[config.mk]
export PLATFORM = sky130hd
export DESIGN_NAME = dfi_init_seq
export DESIGN_NICKNAME = d
export VERILOG_FILES = /design/src/rtl/dfi_seq_pkg.sv /design/src/rtl/dfi_init_seq.sv
export SDC_FILE = /design/constraint.sdc
export NUM_CORES = 1
export LEC_CHECK = 0
export CAP_MARGIN = 25
export CORE_AREA = 3 3 473 475
export CTS_BUF_LIST = sky130_fd_sc_hd__clkbuf_4 sky130_fd_sc_hd__clkbuf_8
export CTS_CLUSTER_DIAMETER = 60
export CTS_CLUSTER_SIZE = 16
export DETAILED_ROUTE_END_ITERATION = 8
export DIE_AREA = 0 0 476 478
export GPL_ROUTABILITY_DRIVEN = 1
export MAX_ROUTING_LAYER = met4
export PLACE_DENSITY = 0.31
export SETUP_SLACK_MARGIN = 0.4
export SYNTH_ARGS = -nofsm -noshare
export SYNTH_HDL_FRONTEND = slang
export SYNTH_SLANG_ARGS = --single-unit
[constraint.sdc]
create_clock -name clk_i -period 6.1 [get_ports clk_i]
set_input_delay 1.83 -clock clk_i [delete_from_list [all_inputs] [get_ports clk_i]]
set_output_delay 1.83 -clock clk_i [all_outputs]
set_load 0.1 [all_outputs]
[src/rtl/dfi_seq_pkg.sv]
// Shared DFI command bundle, MRW config entry and init FSM encoding for the
// DFI init sequencer.
package dfi_seq_pkg;

    typedef struct packed {
        logic [16:0] address;
        logic [5:0]  bank;
        logic        cs_n;
        logic        ras_n;
        logic        cas_n;
        logic        we_n;
        logic        act_n;
        logic        cke;
        logic        reset_n;
        logic        odt;
        logic        mode_2n;
        logic [31:0] wrdata;
        logic        wrdata_en;
        logic [3:0]  wrdata_mask;
        logic        rddata_en;
    } dfi_cmd_t;

    typedef struct packed {
        logic [5:0]  bank;
        logic [16:0] value;
    } mr_cfg_t;

    typedef enum logic [2:0] {
        INIT_RESET_HOLD = 3'd0,
        INIT_CKE_WAIT   = 3'd1,
        INIT_XPR        = 3'd2,
        INIT_MRW        = 3'd3,
        INIT_MRD        = 3'd4,
        INIT_DONE       = 3'd5
    } init_state_e;

    localparam dfi_cmd_t DFI_NOP = '{
        address:     17'd0,
        bank:        6'd0,
        cs_n:        1'b1,
        ras_n:       1'b1,
        cas_n:       1'b1,
        we_n:        1'b1,
        act_n:       1'b1,
        cke:         1'b0,
        reset_n:     1'b0,
        odt:         1'b0,
        mode_2n:     1'b0,
        wrdata:      32'd0,
        wrdata_en:   1'b0,
        wrdata_mask: 4'd0,
        rddata_en:   1'b0
    };

endpackage

[src/rtl/dfi_init_seq.sv]
// DDR bring-up sequencer: owns the DFI after reset, drives reset_n/cke timing
// and the MRW list, then hands the controller's command bundle to the PHY.
module dfi_init_seq
    import dfi_seq_pkg::*;
#(
    parameter int unsigned NPhases = 8,
    parameter int unsigned NumMr   = 4,
    parameter int unsigned TReset  = 200,
    parameter int unsigned TInit   = 2000,
    parameter int unsigned TXpr    = 20,
    parameter int unsigned TMrd    = 4
) (
    input  logic                      clk_i,
    input  logic                      rst_ni,
    input  logic                      restart_i,
    input  mr_cfg_t  [NumMr-1:0]      mr_cfg_i,
    input  dfi_cmd_t [NPhases-1:0]    ctrl_dfi_i,
    output dfi_cmd_t [NPhases-1:0]    phy_dfi_o,
    output logic                      init_done_o,
    output logic [2:0]                init_state_o
);

    localparam int unsigned TMax01 = (TReset > TInit) ? TReset : TInit;
    localparam int unsigned TMax23 = (TXpr > TMrd) ? TXpr : TMrd;
    localparam int unsigned TMax   = (TMax01 > TMax23) ? TMax01 : TMax23;
    localparam int unsigned TW     = $clog2(TMax + 1);
    localparam int unsigned IdxW   = (NumMr > 1) ? $clog2(NumMr) : 1;

    init_state_e               state_q, state_d;
    logic [TW-1:0]             timer_q, timer_d;
    logic [IdxW-1:0]           idx_q, idx_d;
    dfi_cmd_t [NPhases-1:0]    phy_dfi_q, phy_dfi_d;
    logic                      init_done_q, init_done_d;

    always_ff @(posedge clk_i) begin
        if (!rst_ni) begin
            state_q     <= INIT_RESET_HOLD;
            timer_q     <= TW'(TReset - 1);
            idx_q       <= '0;
            phy_dfi_q   <= {NPhases{DFI_NOP}};
            init_done_q <= 1'b0;
        end else begin
            state_q     <= state_d;
            timer_q     <= timer_d;
            idx_q       <= idx_d;
            phy_dfi_q   <= phy_dfi_d;
            init_done_q <= init_done_d;
        end
    end

    // Timer is reloaded with T-1 on entry; a state exits once it sits at zero.
    always_comb begin
        state_d = state_q;
        idx_d   = idx_q;
        timer_d = (timer_q != '0) ? timer_q - 1'b1 : timer_q;

        case (state_q)
            INIT_RESET_HOLD: if (timer_q == '0) begin
                state_d = INIT_CKE_WAIT;
                timer_d = TW'(TInit - 1);
            end
            INIT_CKE_WAIT: if (timer_q == '0) begin
                state_d = INIT_XPR;
                timer_d = TW'(TXpr - 1);
            end
            INIT_XPR: if (timer_q == '0) begin
                state_d = INIT_MRW;
            end
            INIT_MRW: begin
                state_d = INIT_MRD;
                timer_d = TW'(TMrd - 1);
            end
            INIT_MRD: if (timer_q == '0) begin
                if (idx_q == IdxW'(NumMr - 1)) begin
                    state_d = INIT_DONE;
                end else begin
                    state_d = INIT_MRW;
                    idx_d   = idx_q + 1'b1;
                end
            end
            INIT_DONE: ;
            default: begin
                state_d = INIT_RESET_HOLD;
                timer_d = TW'(TReset - 1);
                idx_d   = '0;
            end
        endcase

        if (restart_i) begin
            state_d = INIT_RESET_HOLD;
            timer_d = TW'(TReset - 1);
            idx_d   = '0;
        end
    end

    // Outputs are decoded from the next state so the registered bundle lines up with state_q.
    always_comb begin
        phy_dfi_d   = {NPhases{DFI_NOP}};
        init_done_d = (state_d == INIT_DONE);

        if (state_d == INIT_DONE) begin
            phy_dfi_d = ctrl_dfi_i;
        end else begin
            for (int p = 0; p < NPhases; p++) begin
                phy_dfi_d[p].reset_n = (state_d != INIT_RESET_HOLD);
                phy_dfi_d[p].cke     = (state_d == INIT_XPR) || (state_d == INIT_MRW) ||
                                       (state_d == INIT_MRD);
            end
            if (state_d == INIT_MRW) begin
                phy_dfi_d[0].cs_n    = 1'b0;
                phy_dfi_d[0].ras_n   = 1'b0;
                phy_dfi_d[0].cas_n   = 1'b0;
                phy_dfi_d[0].we_n    = 1'b0;
                phy_dfi_d[0].bank    = mr_cfg_i[idx_d].bank;
                phy_dfi_d[0].address = mr_cfg_i[idx_d].value;
            end
        end
    end

    assign phy_dfi_o    = phy_dfi_q;
    assign init_done_o  = init_done_q;
    assign init_state_o = state_q;

endmodule

Word level (Yosys, flattened, before mapping)

Cells that the tools add are included.

Register bits after elaboration: 577
Input port bits: 655
Output and inout bits: 564
Logic and storage cells: 175

Add/subtract/negate cells: 2
Order comparisons: 1
Equal/unequal tests: 10
Multiplexer cells: 27
Bitwise gates (word level): 1
Reduce and logical (&&, ||, !) cells: 10

Operators with widths:

| operator                | number |
|---|---|
| $mux W27                | 2 |
| $bmux W23 S2            | 1 |
| $pmux W11 S4            | 1 |
| $mux W11                | 3 |
| $mux W23                | 1 |
| $mux W2                 | 11 |
| $mux W3                 | 6 |
| $pmux W3 S6             | 1 |
| $eq A3 B2 Y1 const B    | 4 |
| $eq A3 B3 Y1 const B    | 4 |
| $logic_not A11 Y1       | 1 |
| $reduce_bool A11 Y1     | 1 |
| $sub A11 B1 Y11 const B | 1 |
| $reduce_or A5 Y1        | 1 |
| $pmux W2 S2             | 1 |
| $eq A3 B1 Y1 const B    | 1 |
| $logic_not A3 Y1        | 1 |
| $lt A2 B3 Y1 const B    | 1 |
| $reduce_bool A3 Y1      | 1 |
| $reduce_or A3 Y1        | 1 |
| $add A2 B1 Y2 const B   | 1 |
| $eq A2 B2 Y1 const B    | 1 |
| $logic_or A1 B1 Y1      | 2 |
| $reduce_and A2 Y1       | 1 |
| 2 further kinds         | 2 |

Logic depth before layout (Yosys ltp)

Depth in word-level cells: 9
Depth in mapped cells: 11
Gate-level depth less buffers: 9

Worst setup path after synthesis

Ideal clock, no wire load.

Path type: input port to flip-flop
Start point: input restart_i
End point: register phy_dfi_q (netlist bit phy_dfi_o[59])
Setup time: 83 ps
Data arrival time: 2,955 ps
Required time: 6,017 ps
Setup slack: 3,062 ps
Cell stages on the path: 6
Buffers on the path: 2
Cell sequence: nand2b_1 -> clkbuf_1 -> nor4_4 -> nand2_1 -> clkbuf_1 -> o221ai_1

Longest elaborated chain between the ends: 5
Elaborated cells on any way between the ends: 8
Classes of those cells: eq/ne: 2; mux: 6

Ends and longest elaborated chain:

| what                   | RTL line            | RTL |
|---|---|---|
| start: declaration     | dfi_init_seq.sv:15  | `input logic restart_i,` |
| $mux W2                | dfi_init_seq.sv:89  | `if (restart_i) begin` |
| $bmux W23 S2           | dfi_init_seq.sv:115 | `phy_dfi_d[0].address = mr_cfg_i[idx_d].value;` |
| $mux W23               | --                  |  |
| $mux W27               | dfi_init_seq.sv:109 | `if (state_d == INIT_MRW) begin` |
| $mux W27 *             | dfi_init_seq.sv:101 | `if (state_d == INIT_DONE) begin` |
| end signal: assignment | dfi_init_seq.sv:40  | `phy_dfi_q <= {NPhases{DFI_NOP}};` |
| end signal: assignment | dfi_init_seq.sv:46  | `phy_dfi_q <= phy_dfi_d;` |
| end: declaration       | dfi_init_seq.sv:32  | `dfi_cmd_t [NPhases-1:0] phy_dfi_q, phy_dfi_d;` |

Every way passes the cells marked *; elsewhere a longest branch is shown, timed or not. The select of a mux whose other input is x is not followed.
A chain may end at the register's enable or synchronous reset.

Worst setup path after layout

Start point: register state_q[2], in the netlist init_state_o[2]
End point: output init_state_o[2]

RTL lines:

| what                     | RTL line           | RTL |
|---|---|---|
| start: declaration       | dfi_init_seq.sv:29 | `init_state_e state_q, state_d;` |
| start signal: assignment | dfi_init_seq.sv:43 | `state_q <= state_d;` |
| end: declaration         | dfi_init_seq.sv:20 | `output logic [2:0] init_state_o` |

No word-level cell between the ends.

==> flow_summary.yaml <==
outcome:
  status: "complete, no violations"
setup_path:
  crit_buf_inv: 1
  critPathLaunchType: "register"
  crit_required_ps: 4270
  critPathMaxFanout: 23
  slowest_stage: "clkdlybuf4s50_1"
  critPathCaptureType: "output port"
  path_delay_family: "buffers and inverters"
  max_stage_delay_ps: 1360
  cp.depth: 1
  critical_path_class: "reg -> out"
  cp.arrival_ps: 3070
  path_cells: "clkdlybuf4s50_1"
  r2r_cells: 9
min_path:
  hp-class: "reg -> reg"
  hold_depth: 2
route:
  drtIter0Drc: 436
  finalWirelength_um: 144000
  drc: 0
  ant_nets: 0
  via_per_inst: 2.66
  dr.pass1.iters: 5
  wl_per_cell_um: 24.8
  num_vias: 15500
floorplan:
  die_w_um: 476
  dieArea_mm2: 0.228
  die_h_um: 478
  core_area_mm2: 0.220
  ios: 1219
  num_rows: 172
  start_util: 0.0769
timing:
  period_needed_ps: 4900
  rsz0062_at_grt: "false"
  final-setup-viol-count: 0
  max_freq_ghz: 0.204
  setup_tns_ps: 0
  final-hold-violation-count: 0
  relSlewSlack: 0.257
  period_share: 0.803
  maxSlewViolCount: 0
  worst_pin_slew_ps: 1110
  finalClockSkew_ps: 97.4
finish:
  area_growth_pct: 116
  nNetsFinal: 3406
  instances_no_fill: 5814
  drive_above_1_share: 0.149
global_route:
  antenna_found_initial: 73
  grt_pass1_vias: 16800
  overflow: 0
  grt_first_pass_wirelength_um: 180000
  track_usage: 0.126
  grt_max_degree: 90
logic_synthesis:
  syn_area_per_cell_um2: 11.8
  synth_nets: 2088
  async_reset_ff_frac: 0
  netlist_area_mm2: 0.0169
  seq_area_frac_synth: 0.683
  synth-seq-cells: 577
  synth-edff-count: 0
  synth_ff_type: "dfxtp_1"
  synth_area_leader_cell: "dfxtp_1"
  yosysUniqueCellTypes: 44
  synth_top_area_share: 0.683
  yosys-top-cells-area: "dfxtp_1 (68%), and2_1 (18%), mux2i_1 (2.8%)"
  synth_warnings: 0
  synthCells: 1430
clocking:
  numCtsBuffers: 98
  post-cts-setup-buffers: 0
  cts_buffer_depth: 3
  clkTransAtPathRegs_ps: 70
  cts.sinks: 577
  tritoncts: "done"
  insertion_delay_ps: 880
  hold_buffers: 0
  htree_levels: 3
  cts-root-buf: "clkbuf_8"
  cts_resized: 0
place:
  routabilityCongestion: 0.844
  port_buffers: 1218
  hpwl_um: 123000
  dp.cells: 5604
run:
  maxCapViolCount: 0
pwr:
  vdd_drop_max_mv: 0.143
  p_leak_nw: 13.4
  power_density_mw_per_mm2: 241
registers in the layout, indices dropped and copies added (netlist names):
| name | count |
|---|---|
| idx_q | 2 |
| init_done_o | 1 |
| init_state_o | 3 |
| phy_dfi_o | 560 |
| timer_q | 11 |
synth_stat cells, types with 2 or more instances:
cell,n
nor2b_1,3
nor2_1,20
o221ai_1,23
or2_2,2
mux2i_1,47
a31o_2,2
inv_1,8
nor3_1,7
a31oi_1,3
ha_1,3
xnor2_1,3
buf_2,6
o21a_1,2
o21ai_0,11
nor4_1,7
nand2_1,56
a21boi_0,16
and2_1,481
nor4_4,2
dfxtp_1,577
a21oi_1,13
clkbuf_1,70
buf_12,4
a21o_1,4
nand2b_1,39
a211oi_1,3
area by class of cell:
cell class / instances / area, um2
Fill cell: 24500 / 183000
Clock inverter: 74 / 1020
Antenna cell: 27 / 67.6
Inverter: 8 / 30.0
Multi-Input combinational cell: 763 / 4960
Sequential cell: 577 / 11600
Clock buffer: 107 / 1450
Tap cell: 2958 / 3700
Timing Repair Buffer: 1300 / 13700
worst reg2reg max path, delay by kind of cell, from the launching register on:
family / cells / cell delay (ps)
buffers and inverters: 3 / 580
AOI/OAI and AO/OA: 1 / 460
adders and majority gates: 1 / 140
DFF: 1 / 340
and+or+nand+nor: 4 / 1690
through the flow:
stage	hold slack (ps)	setup WS (ps)	area [um2]	util	total power [mW]
after global placement	511	1500	32300	0.147	4.33
final	523	1200	36500	0.166	8.79
after CTS	525	985	36400	0.166	9.12
after floorplan	479	3060	16900	-	3.87
after detailed placement	515	1450	33900	0.154	4.33
after global routing	580	958	36500	0.166	9.21
placed cells by master (no fill, tap or decap), drive strengths merged, types with 2 or more instances in the layout:
| cell type | instances |
|---|---|
| o221ai | 23 |
| a21oi | 14 |
| o21ai | 11 |
| clkinv | 18 |
| or2 | 2 |
| nand2 | 56 |
| a21boi | 16 |
| xnor2 | 3 |
| a21o | 4 |
| bufinv | 14 |
| nor2b | 3 |
| a31o | 2 |
| nor3 | 7 |
| a211oi | 3 |
| a31oi | 3 |
| and2 | 481 |
| nor2 | 20 |
| inv | 38 |
| buf | 224 |
| nand2b | 39 |
| ha | 3 |
| diode | 27 |
| clkbuf | 107 |
| a2111oi | 2 |
| nor4 | 9 |
| clkdlybuf4s50 | 1076 |
| clkinvlp | 12 |
| dfxtp | 577 |
| o21a | 2 |
| mux2i | 47 |
where the power goes:
group	internal, mW	total, mW	switching (mW)	leakage, nW
sequential	3.76	3.77	0.000640	4.65
combinational	0.377	0.472	0.0951	7.51
clock	2.34	4.56	2.21	1.21
total	6.48	8.79	2.31	13.4
cells by family (layout without fill, tap and decap cells):
logic type,after synthesis,in the layout,share of synthesized area
compound gates,86,86,0.0371
xor+xnor,3,3,0.00156
other cells,0,27,0
fa+ha+maj,3,3,0.00222
buf+inv,90,1489,0.0247
simple gates,623,623,0.222
mux,48,48,0.0285
flops,577,577,0.683
layer usage:
layer | share of wire | vias to the layer above | global-route usage
li1 | - | 7222 | -
met1 | 0.36 | 7097 | 0.124
met2 | 0.46 | 931 | 0.200
met3 | 0.16 | 220 | 0.0853
met4 | 0.026 | 0 | 0.0342
met5 | 0 | - | -
final timing paths:
check,start,end,slack [ps]
worst min-delay path,idx_q[1],idx_q[1],520
worst max register to register,timer_q[0],phy_dfi_o[56],2760
worst max-delay path,init_state_o[2],init_state_o[2],1200
worst min register to register,idx_q[1],idx_q[1],520
No activity file was read; power rests on OpenSTA's default activity.
==> RTL change 1 (config.mk and constraints unchanged) <==
The parameter `TReset` goes from 200 to 100.
--- a/src/rtl/dfi_init_seq.sv
+++ b/src/rtl/dfi_init_seq.sv
@@ -7,3 +7,3 @@
     parameter int unsigned NumMr   = 4,
-    parameter int unsigned TReset  = 200,
+    parameter int unsigned TReset  = 100,
     parameter int unsigned TInit   = 2000,
Formal check against the unedited RTL: same outputs for any inputs over 10 cycles, from zero or initial values and one cycle with rst_ni low; that may be too few to reach the edited logic, so the function may still have changed.
==> RTL change 1 against the unedited design <==
- sequential cell count unchanged
- power decreased by 0.29%
- synthesized cell count decreased by 1.9%
- first-iteration DRC count decreased by 6.4%
- wire length increased by 7.6%
- synthesized area decreased by 0.17%
- worst setup slack improved by 0.59 ns
- final cell count decreased by 0.24%
- final area decreased by 0.64%
- clock skew decreased by 0.013 ns
- critical endpoint is now phy_dfi_o[442]
- largest cell class unchanged
==> RTL change 1: results (changes against the unedited design) <==
{
  "grt": {
    "largest_net_degree_at_the_start_of_global_routing": {"value": 175, "change": "was 90"},
    "vias_in_the_first_global_route": {"value": 16564, "change": "was 16799"},
    "grt_pass1_wl": {"value": 190000, "unit": "um", "change": "was 180000 um"},
    "grt_use_met1": {"value": 14.2, "unit": "%", "change": "was 12.4%"},
    "gr-usage-all-layers": {"value": 13.5, "unit": "%", "change": "was 12.6%"}
  },
  "status": {
    "status": {"value": "finished clean", "change": "unchanged"}
  },
  "finish": {
    "layout.buffer.nonclock.area_share": {"value": 37.4, "unit": "%", "change": "was 37.6%"},
    "num_antenna_cells": {"value": 33, "change": "was 27"},
    "clockNetworkAreaShare": {"value": 6.83, "unit": "%", "change": "was 6.76%"},
    "multi_input_area": {"value": 4870, "unit": "um2", "change": "was 4960 um2"},
    "fraction_of_area_in_registers": {"value": 31.8, "unit": "%", "change": "was 31.6%"},
    "comb.multi_input.count": {"value": 743, "change": "was 763"}
  },
  "routing": {
    "detailroute.wirelength.met3": {"value": 25900, "unit": "um", "change": "was 23000 um"},
    "vias": {"value": 15521, "change": "was 15470"},
    "drtPass1Iterations": {"value": 4, "change": "was 5"},
    "detail_route.iter0.violations": {"value": 408, "change": "was 436"}
  },
  "power": {
    "cellInternalPower": {"value": 0.00654, "unit": "W", "change": "was 0.00648 W"},
    "worst_ir_drop_vdd": {"value": 0.158, "unit": "mV", "change": "was 0.143 mV"}
  },
  "placed_design": {
    "pre_cts_slack": {"value": 1.41, "unit": "ns", "change": "was 1.45 ns"},
    "postPlaceCellArea": {"value": 33700, "unit": "um2", "change": "was 33900 um2"}
  },
  "logic_synthesis": {
    "synth.top_cells.by_count": {"value": "dfxtp_1 (577), and2_1 (483), clkbuf_2 (47), mux2i_1 (47), nand2b_1 (40)", "change": "was dfxtp_1 (577), and2_1 (481), clkbuf_1 (70)"},
    "synth.yosys.seq_area_share": {"value": 68.5, "unit": "%", "change": "was 68.3%"},
    "yosys.cell_types.count": {"value": 51, "change": "was 44"}
  },
  "critical_path": {
    "worstReg2RegEnd": {"value": "phy_dfi_o[57]$_SDFF_PN0_", "change": "was phy_dfi_o[56]$_SDFF_PN0_"},
    "reg2reg_from": {"value": "timer_q[7]$_SDFF_PP0_", "change": "was timer_q[0]$_SDFF_PP1_"},
    "ff2ff_setup_slack": {"value": 2.52, "unit": "ns", "change": "was 2.76 ns"},
    "endpoint_of_the_most_critical_setup_path": {"value": "phy_dfi_o[442]", "change": "was init_state_o[2]"}
  },
  "sta": {
    "timing.slew.headroom": {"value": 24.7, "unit": "%", "change": "was 25.7%"}
  }
}
==> RTL change 1: changes by cell type after synthesis, sizes merged, moves of 4 or more <==
cell and delta:
a21boi -14, a21o +18, buf +9, clkbuf -14, nand2 -19, nand3 +4
nor3 +5, nor4 -9
==> RTL change 1: worst min-delay path by stage <==
stage / slack, ns / start / endpoint / cells past startpoint
2_1_floorplan: 0.52 / timer_q[4]$_SDFF_PP0_ / timer_q[4]$_SDFF_PP0_ / 1
3_3_place_gp: 0.58 / timer_q[4]$_SDFF_PP0_ / timer_q[4]$_SDFF_PP0_ / 1
3_5_place_dp: 0.57 / timer_q[4]$_SDFF_PP0_ / timer_q[4]$_SDFF_PP0_ / 1
4_1_cts: 0.58 / timer_q[4]$_SDFF_PP0_ / timer_q[4]$_SDFF_PP0_ / 1
5_1_grt: 0.60 / timer_q[4]$_SDFF_PP0_ / timer_q[4]$_SDFF_PP0_ / 1
6_report: 0.58 / timer_q[4]$_SDFF_PP0_ / timer_q[4]$_SDFF_PP0_ / 1
==> RTL change 1: cell families (layout without fill, tap and decap cells) <==
group / count (synthesis) / after routing / synth area share (%)
AOI/OAI and AO/OA: 81 / 81 / 3.57
xor gates and xnor gates: 5 / 5 / 0.260
adders and majority gates: 3 / 3 / 0.223
buffers and inverters: 83 / 1489 / 2.80
DFF: 577 / 577 / 68.5
muxes: 47 / 47 / 2.79
other: 0 / 33 / 0
and+or+nand+nor: 607 / 607 / 21.9
==> RTL change 1: per-stage QoR <==
step	power, W	hold WS, ns	utilization, %	cells
after global routing	0.00915	0.602	16.5	5787
after floorplan	0.00387	0.520	-	1403
after detailed placement	0.00433	0.566	15.3	5578
after CTS	0.00902	0.581	16.5	5767
final	0.00877	0.578	16.5	5800
after global placement	0.00433	0.577	14.6	5517
==> RTL change 2 (same flow settings) <==
Made on the original files. The output `init_done_o` loses its register stage (`init_done_q` becomes a continuous assignment).
--- a/src/rtl/dfi_init_seq.sv
+++ b/src/rtl/dfi_init_seq.sv
@@ -40,3 +40,2 @@
             phy_dfi_q   <= {NPhases{DFI_NOP}};
-            init_done_q <= 1'b0;
         end else begin
@@ -46,5 +45,6 @@
             phy_dfi_q   <= phy_dfi_d;
-            init_done_q <= init_done_d;
         end
     end
+
+    assign init_done_q = init_done_d;
 
Behaviour: same outputs for any inputs over 10 cycles, from zero or initial values and one cycle with rst_ni low; that may be too few to reach the edited logic, so the function may still have changed.
==> RTL change 2 against the unedited design <==
- fmax shrank 11%
- final area decreased by 1.8%
- sequential cell count fell by 1
- synthesized area down 0.47%
- wire length increased by 4.9%
- power increased by 0.62%
- worst setup slack worse by 0.61 ns
- register-to-register slack improved by 0.04 ns
- clock power is 2% higher
- critical path type is now in -> out
==> RTL change 2: results (changes against the unedited design) <==
{
  "grt": {
    "gr-usage-met3": {"value": 10.9, "unit": "%", "change": "was 8.53%"},
    "grt_use_met1": {"value": 11.9, "unit": "%", "change": "was 12.4%"},
    "grt_antenna_before_repair": {"value": 107, "change": "was 73"},
    "largest_net_degree_at_the_start_of_global_routing": {"value": 149, "change": "was 90"},
    "grt_pass1_wl": {"value": 184000, "unit": "um", "change": "was 180000 um"},
    "met2_usage": {"value": 20.8, "unit": "%", "change": "was 20.0%"}
  },
  "logic_synthesis": {
    "synth.yosys.seq_area_share": {"value": 68.6, "unit": "%", "change": "was 68.3%"},
    "synth_area_leaders": {"value": "dfxtp_1 (69%), and2_1 (18%), mux2i_1 (2.8%)", "change": "was dfxtp_1 (68%), and2_1 (18%), mux2i_1 (2.8%)"},
    "synth.top_cells.by_count": {"value": "dfxtp_1 (576), and2_1 (484), clkbuf_1 (58)", "change": "was dfxtp_1 (577), and2_1 (481), clkbuf_1 (70)"},
    "synthesis.nets": {"value": 2073, "change": "was 2088"}
  },
  "finish": {
    "multi_input_area_share": {"value": 13.8, "unit": "%", "change": "was 13.6%"},
    "clockNetworkAreaShare": {"value": 7.16, "unit": "%", "change": "was 6.76%"},
    "area_growth_syn_to_layout": {"value": 113, "unit": "%", "change": "was 116%"},
    "comb.multi_input.count": {"value": 753, "change": "was 763"},
    "seqCellArea": {"value": 11500, "unit": "um2", "change": "was 11600 um2"}
  },
  "critical_path": {
    "ff2ff_setup_slack": {"value": 2.80, "unit": "ns", "change": "was 2.76 ns"},
    "critPathArrivalTime": {"value": 3.68, "unit": "ns", "change": "was 3.07 ns"},
    "endpoint_of_the_most_critical_setup_path": {"value": "init_done_o", "change": "was init_state_o[2]"},
    "worstReg2RegEnd": {"value": "phy_dfi_o[55]$_SDFF_PN0_", "change": "was phy_dfi_o[56]$_SDFF_PN0_"}
  },
  "status": {
    "status": {"value": "finished clean", "change": "unchanged"}
  },
  "power": {
    "finalPower": {"value": 0.00885, "unit": "W", "change": "was 0.00879 W"},
    "worst_ir_drop_vdd": {"value": 0.143, "unit": "mV", "change": "about the same"}
  },
  "routing": {
    "vias": {"value": 15658, "change": "was 15470"},
    "average_wire_per_cell_in_the_routed_design": {"value": 26.0, "unit": "um", "change": "was 24.8 um"}
  },
  "sta": {
    "transition_at_the_pin_with_the_smallest_max_transition_slack": {"value": 1.15, "unit": "ns", "change": "was 1.11 ns"}
  }
}
==> RTL change 2: worst min path at each step <==
| stage | start | end | slack, ns | cells past startpoint |
|---|---|---|---|---|
| after CTS | timer_q[8]$_SDFF_PP0_ | timer_q[8]$_SDFF_PP0_ | 0.50 | 1 |
| after detailed placement | timer_q[8]$_SDFF_PP0_ | timer_q[8]$_SDFF_PP0_ | 0.48 | 1 |
| final | timer_q[8]$_SDFF_PP0_ | timer_q[8]$_SDFF_PP0_ | 0.50 | 1 |
| after floorplan | timer_q[8]$_SDFF_PP0_ | timer_q[8]$_SDFF_PP0_ | 0.45 | 1 |
| after global placement | timer_q[8]$_SDFF_PP0_ | timer_q[8]$_SDFF_PP0_ | 0.47 | 1 |
| after global routing | timer_q[8]$_SDFF_PP0_ | timer_q[8]$_SDFF_PP0_ | 0.53 | 1 |
==> RTL change 2: critical path: cells and delay by family <==
kind | cells | cell delay (ns)
buffers and inverters | 3 | 1.22
AO/OA/AOI/OAI | 1 | 0.50
AND/OR/NAND/NOR | 1 | 0.12
